File: src/rtl/fxp_adder_rr_scheduler_if.sv
// Request/response bundle between N requesters and the shared-adder scheduler.
// master: requester side (drives operands and response accept).
// slave : scheduler side (drives accept, result valid and result data).
interface fxp_adder_rr_scheduler_if #(
  parameter int N = 4,
  parameter int W = 8
);
  logic [N-1:0]       req_valid;
  logic [N-1:0]       req_ready;
  logic [N*W-1:0]     req_a;
  logic [N*W-1:0]     req_b;
  logic [N-1:0]       rsp_valid;
  logic [N-1:0]       rsp_ready;
  logic [N*(W+1)-1:0] rsp_sum;

  modport master (
    output req_valid, req_a, req_b, rsp_ready,
    input  req_ready, rsp_valid, rsp_sum
  );

  modport slave (
    input  req_valid, req_a, req_b, rsp_ready,
    output req_ready, rsp_valid, rsp_sum
  );
endinterface

File: src/rtl/fxp_adder_rr_scheduler.sv
// Purpose : round-robin share of one external pipelined signed adder among N requesters.
// Latency : request handshake at edge k -> rsp_valid after edge k+ADD_LAT; one issue per cycle.
// Backpr. : one op in flight per requester; result held until rsp_ready, requester blocked meanwhile.
// Ports   : clk/rst_n (async active-low); bus = per-requester req/rsp valid-ready channels;
//           add_a/add_b -> adder operands, add_sum <- adder result; idle = no requester busy;
//           issue_cnt = accepted operations (wraps).
module fxp_adder_rr_scheduler #(
  parameter int N       = 4,
  parameter int W       = 8,
  parameter int ADD_LAT = 1,
  parameter int CNT_W   = 16
) (
  input  logic                    clk,
  input  logic                    rst_n,
  fxp_adder_rr_scheduler_if.slave bus,
  output logic [W-1:0]            add_a,
  output logic [W-1:0]            add_b,
  input  logic [W:0]              add_sum,
  output logic                    idle,
  output logic [CNT_W-1:0]        issue_cnt
);

  localparam int IDW = (N > 1) ? $clog2(N) : 1;

  // One slot of the tag pipe: which requester owns the sum emerging from the adder.
  typedef struct packed {
    logic           vld;
    logic [IDW-1:0] id;
  } tag_t;

  logic [N-1:0]       busy;
  logic [N-1:0]       elig;
  logic [N-1:0]       grant;
  logic [IDW-1:0]     grant_id;
  logic [IDW-1:0]     scan_idx;
  logic               any_grant;
  logic [IDW-1:0]     last;
  tag_t               tag_pipe [ADD_LAT];
  tag_t               tag_out;
  logic [N-1:0]       rsp_set;
  logic [N-1:0]       rsp_hs;
  logic [N-1:0]       rsp_vld_q;
  logic [N*(W+1)-1:0] rsp_sum_q;

  // (base + off) mod N, with off in 1..N so a single subtract suffices.
  function automatic logic [IDW-1:0] rr_idx(input logic [IDW-1:0] base, input int off);
    int s;
    s = int'(base) + off;
    if (s >= N) s = s - N;
    return IDW'(s);
  endfunction

  // Busy is the registered copy, so a requester whose response is consumed this
  // cycle only becomes eligible again on the following cycle.
  assign elig = bus.req_valid & ~busy;

  // Scan starts just after the last winner; depends only on valid/busy, never on operands.
  always_comb begin
    grant     = '0;
    grant_id  = '0;
    scan_idx  = '0;
    any_grant = 1'b0;
    for (int off = 1; off <= N; off++) begin
      scan_idx = rr_idx(last, off);
      if (!any_grant && elig[scan_idx]) begin
        any_grant = 1'b1;
        grant_id  = scan_idx;
      end
    end
    if (any_grant) grant[grant_id] = 1'b1;
  end

  assign bus.req_ready = grant;

  always_comb begin
    add_a = '0;
    add_b = '0;
    for (int i = 0; i < N; i++) begin
      if (grant[i]) begin
        add_a = bus.req_a[i*W +: W];
        add_b = bus.req_b[i*W +: W];
      end
    end
  end

  // Tag pipe mirrors the adder depth; a bubble is shifted in on cycles with no grant.
  always_ff @(posedge clk or negedge rst_n) begin
    if (!rst_n) begin
      for (int s = 0; s < ADD_LAT; s++) tag_pipe[s] <= '0;
    end else begin
      tag_pipe[0] <= {any_grant, grant_id};
      for (int s = 1; s < ADD_LAT; s++) tag_pipe[s] <= tag_pipe[s-1];
    end
  end

  assign tag_out = tag_pipe[ADD_LAT-1];

  always_comb begin
    rsp_set = '0;
    for (int i = 0; i < N; i++) begin
      rsp_set[i] = tag_out.vld && (tag_out.id == IDW'(i));
    end
  end

  assign rsp_hs = rsp_vld_q & bus.rsp_ready;

  // A set and a clear on the same requester cannot coincide: a requester holding
  // a response is busy and so has nothing in the tag pipe.
  always_ff @(posedge clk or negedge rst_n) begin
    if (!rst_n) begin
      busy      <= '0;
      last      <= IDW'(N-1);
      issue_cnt <= '0;
      rsp_vld_q <= '0;
      rsp_sum_q <= '0;
    end else begin
      busy      <= (busy | grant) & ~rsp_hs;
      rsp_vld_q <= (rsp_vld_q & ~rsp_hs) | rsp_set;
      if (any_grant) begin
        last      <= grant_id;
        issue_cnt <= issue_cnt + CNT_W'(1);
      end
      for (int i = 0; i < N; i++) begin
        if (rsp_set[i]) rsp_sum_q[i*(W+1) +: W+1] <= add_sum;
      end
    end
  end

  assign bus.rsp_valid = rsp_vld_q;
  assign bus.rsp_sum   = rsp_sum_q;
  assign idle          = ~|busy;

endmodule

File: src/flat_wrapper.sv
// flat-port wrapper written by rule: the top's interface ports become plain ports
module fxp_adder_rr_scheduler_flat 
#(
  parameter int N       = 4,
  parameter int W       = 8,
  parameter int ADD_LAT = 1,
  parameter int CNT_W   = 16
)
  (clk, rst_n, add_a, add_b, add_sum, idle, issue_cnt, bus_req_valid, bus_req_a, bus_req_b, bus_rsp_ready, bus_req_ready, bus_rsp_valid, bus_rsp_sum);
  fxp_adder_rr_scheduler_if #(.N(N), .W(W)) bus_i ();
  input  logic clk;
  input  logic rst_n;
  output logic [W-1:0] add_a;
  output logic [W-1:0] add_b;
  input  logic [W:0] add_sum;
  output logic idle;
  output logic [CNT_W-1:0] issue_cnt;
  input wire logic [$bits(bus_i.req_valid)-1:0] bus_req_valid;
  input wire logic [$bits(bus_i.req_a)-1:0] bus_req_a;
  input wire logic [$bits(bus_i.req_b)-1:0] bus_req_b;
  input wire logic [$bits(bus_i.rsp_ready)-1:0] bus_rsp_ready;
  output wire logic [$bits(bus_i.req_ready)-1:0] bus_req_ready;
  output wire logic [$bits(bus_i.rsp_valid)-1:0] bus_rsp_valid;
  output wire logic [$bits(bus_i.rsp_sum)-1:0] bus_rsp_sum;
  assign bus_i.req_valid = bus_req_valid;
  assign bus_i.req_a = bus_req_a;
  assign bus_i.req_b = bus_req_b;
  assign bus_i.rsp_ready = bus_rsp_ready;
  assign bus_req_ready = bus_i.req_ready;
  assign bus_rsp_valid = bus_i.rsp_valid;
  assign bus_rsp_sum = bus_i.rsp_sum;
  fxp_adder_rr_scheduler #(.N(N), .W(W), .ADD_LAT(ADD_LAT), .CNT_W(CNT_W)) u_core (.clk(clk), .rst_n(rst_n), .bus(bus_i), .add_a(add_a), .add_b(add_b), .add_sum(add_sum), .idle(idle), .issue_cnt(issue_cnt));
endmodule
File: config.mk
export PLATFORM = sky130hd
export DESIGN_NAME = fxp_adder_rr_scheduler_flat
export DESIGN_NICKNAME = d
export VERILOG_FILES = /design/src/rtl/fxp_adder_rr_scheduler_if.sv /design/src/rtl/fxp_adder_rr_scheduler.sv /design/src/flat_wrapper.sv
export SDC_FILE = /design/constraint.sdc
export NUM_CORES = 1
export LEC_CHECK = 0
export ABC_AREA = 1
export CAP_MARGIN = 20
export CORE_MARGIN = 4
export CORE_UTILIZATION = 38
export DETAILED_ROUTE_END_ITERATION = 10
export HOLD_SLACK_MARGIN = 0.05
export PLACE_DENSITY = 0.78
export SLEW_MARGIN = 20
export SYNTH_ARGS = -nofsm -noshare
export SYNTH_HDL_FRONTEND = slang
export SYNTH_SLANG_ARGS = --single-unit
File: constraint.sdc
create_clock -name clk -period 2.2 [get_ports clk]
set_clock_uncertainty 0.1 [all_clocks]
set_input_delay 0.44 -clock clk [delete_from_list [all_inputs] [get_ports clk]]
set_output_delay 0.44 -clock clk [all_outputs]
set_load 0.005 [all_outputs]
==> results.cfg <==
[global_routing]
top_usage_layer = met2
gr-usage-met3_pct = 5.29
grt_usage_pct = 21.1
grt_use_met2_pct = 38.0
grt_pass1_wl_mm = 18.8
grt_max_degree = 42
antenna_found_initial = 0
first_global_vias = 3933
grt_use_met1_pct = 24.0
grt_overflow = 0

[timing]
fin_crit_sh_pct = 143
setup_ws_ns = -0.940
period_needed_ns = 3.14
hold_viol_final = 0
max_slew_margin_pct = 53.6
rsz0062_at_grt = true
holdWs_ns = 0.388
tightest_slew_ns = 0.695
slew_viol_final = 0
setup_viol_count_final = 39
fmax_ghz = 0.319

[worst_setup_path]
crit_buf_inv = 5
worstSetupEndpoint = add_b[4]
worst-setup-path-type = reg2out
crit_start = u_core.last[0]
worst_setup_path_start_kind = register
path_common_cell = nand2_2
cp_data_arrival_time_ns = 2.60
required_ns = 1.66
path_cells = buf_4 > nand2_2 > nand2_4 > nand2_2 > nand2_2 > nor2_4 > nand4_1 > nand3_4 > buf_12 > buf_6 > buf_6 > nand3_2 > nand4_1 > buf_2
cp.depth = 14
r2r_end = u_core.busy[0]
crit_fanout = 5
reg2reg_depth = 16
rrSetupSlack_ns = -0.48
crit_slowest_cell = dfstp_4
endpoint_kind = primary output
rr_startpoint = u_core.last[0]
max_stage_delay_ns = 0.69
path_delay_family = simple AND/OR/NAND/NOR gates

[synthesis]
synthArstFlopShare_pct = 100
ys_seq_area_share_pct = 47.0
yosysMostFrequentCell = nand2_1
ys_seq_elements = 65
yosys.area.top_type = dfrtp_1
synthTopCellsByArea = dfrtp_1 (45%), nand2_1 (8.2%), nand3_1 (7.9%)
avgSynthCellArea_um2 = 8.69
synth-edff-count = 0
synth_top_flop_cell = dfrtp_1
ys_top_cells_by_count = nand2_1 (76), dfrtp_1 (63), nand3_1 (55)
netlist_area_um2 = 3470
syn_inst = 399
synth_top_cell_area_share_pct = 45.5
synth_nets = 483
ys_types = 33
ys_warn_count = 0

[power_and_ir_drop]
vdd_drop_max_uv = 1510
power_density_nw_per_um2 = 2070
p_leak_nw = 2.94

[route]
via_per_inst = 5.27
drt-total-wl_mm = 12.4
first_pass_iters = 4
antenna_left = 0
post_drt_wl_per_cell_um = 16.9
drtIter0Drc = 190
via_count = 3880
drc = 0

[hold_path]
hp-class = reg2reg

[status]
status = finished with violations
violations = setup timing

[floorplanning]
die_h_um = 104
die_width_um = 104
row_count = 34
dieArea_um2 = 10700
core_um2 = 8810
initial_core_util_pct = 39.4
io_pins = 160

[layout]
postLayoutCoreUtil_pct = 72.3
areaGrowthSynthToFinish_pct = 83.7
nets = 708
antennaDiodeCount = 0
drive_gt1_share_pct = 32.3

[clocking]
path_clk_slew_ns = 0.06
cts_tree = done
clkLatencyLatePin_ns = 0.33
root_buffer = clkbuf_8
cts_max_path_buffers = 2
htreeDepth = 3
cts_sinks = 65
cts_made_buffers = 9

[place]
portBuffers = 159
hpwl_mm = 8.27
gp_congestion = 0.870

[flow_run]
maxCapViolCount = 0
## layout by cell type, fill, tap and decap left out, types with 2 or more instances in the layout
cell type | Yosys | final
a22oi_2 | 0 | 2
buf_12 | 0 | 11
buf_2 | 4 | 17
buf_4 | 1 | 35
buf_6 | 9 | 25
buf_8 | 0 | 3
bufinv_16 | 0 | 2
clkbuf_1 | 5 | 2
clkbuf_16 | 0 | 2
clkbuf_8 | 0 | 10
clkdlybuf4s50_1 | 0 | 137
dfrtp_1 | 63 | 63
inv_1 | 34 | 28
inv_2 | 2 | 9
nand2_1 | 76 | 54
nand2_2 | 13 | 19
nand2_4 | 0 | 16
nand3_1 | 55 | 38
nand3_2 | 12 | 21
nand3_4 | 1 | 9
nand4_1 | 35 | 35
nor2_1 | 8 | 3
nor2_2 | 2 | 2
nor2_4 | 3 | 8
nor4_1 | 2 | 2
o21ai_0 | 41 | 40
xnor2_1 | 3 | 3
xor2_1 | 12 | 12
## how the worst min path moves through the flow
stage                           start                      to  cells after the start  slack (ns)
6_report       u_core.bus.rsp_sum[31]  u_core.bus.rsp_sum[31]                      2        0.39
5_1_grt         u_core.bus.rsp_sum[0]   u_core.bus.rsp_sum[0]                      2        0.41
3_5_place_dp                    rst_n    u_core.issue_cnt[12]                      1        0.37
3_3_place_gp                    rst_n    u_core.issue_cnt[12]                      1        0.37
4_1_cts        u_core.bus.rsp_sum[19]  u_core.bus.rsp_sum[19]                      2        0.39
2_1_floorplan                   rst_n   u_core.bus.rsp_sum[0]                      0        0.04
## logic make-up after synthesis
family | after synthesis | share of synthesized area [%]
compound gates | 48 | 7.54
xor+xnor | 15 | 3.79
fa+ha+maj | 1 | 0.361
buf+inv | 57 | 8.59
flops | 65 | 47.0
simple gates | 213 | 32.7
## routing by layer
layer  up-vias  wire [µm]
met5         -          0
met4         0        318
met3        25        977
met2       194       6400
met1      1852       4720
li1       1809          -
## power by group
part	leakage, nW	switching, mW	internal, mW	total, mW
clock	0.106	0.422	0.662	1.08
combinational	2.03	4.62	5.34	9.96
sequential	0.800	0.399	1.76	2.16
## stage by stage
stage          cells  setup WS, ns  TNS, ns  power (mW)  cell area, µm²
6_report         736        -0.940   -20.86        13.2            6370
5_1_grt          736         -1.03   -25.22        14.1            6370
4_1_cts          723        -0.967   -23.53        12.1            6010
3_5_place_dp     679         -1.05   -24.13        9.56            5370
3_3_place_gp     679        -0.986   -22.35        9.46            5370
2_1_floorplan    399       -0.0833    -1.17        5.72            3470
## worst reg2reg max path, delay by kind of cell (launching register included)
family          cells  cell delay [ns]
simple gates        9             0.92
buf+inv             6             0.80
flops               1             0.69
compound gates      1             0.11
## sequential cells by signal (all words and copies together), names as in the netlist
name / flops
u_core.bus.rsp_valid: 4
u_core.last: 2
u_core.busy: 4
u_core.issue_cnt: 16
u_core.bus.rsp_sum: 36
u_core.tag_out: 3
## area by class of cell
cell class | count | area (µm²)
clock buffers | 12 | 145
clock inverters | 3 | 65.1
fillers | 628 | 2440
inverters | 38 | 150
multi-input cells | 277 | 1900
flip-flops and latches | 65 | 1630
well taps | 108 | 135
repair buffers | 233 | 2340
## repair_timing
item / 4_1_cts / 5_1_grt
endpoints found under the setup margin: 32 / 43
pin swaps: 33 / 33
setup buffers: 27 / 18
hold buffers: 1 / 0
gates cloned: 2 / 2
resized for setup: 137 / 70
hold endpoints to repair: 22 / 0
Power figures use the tool's default switching activity.
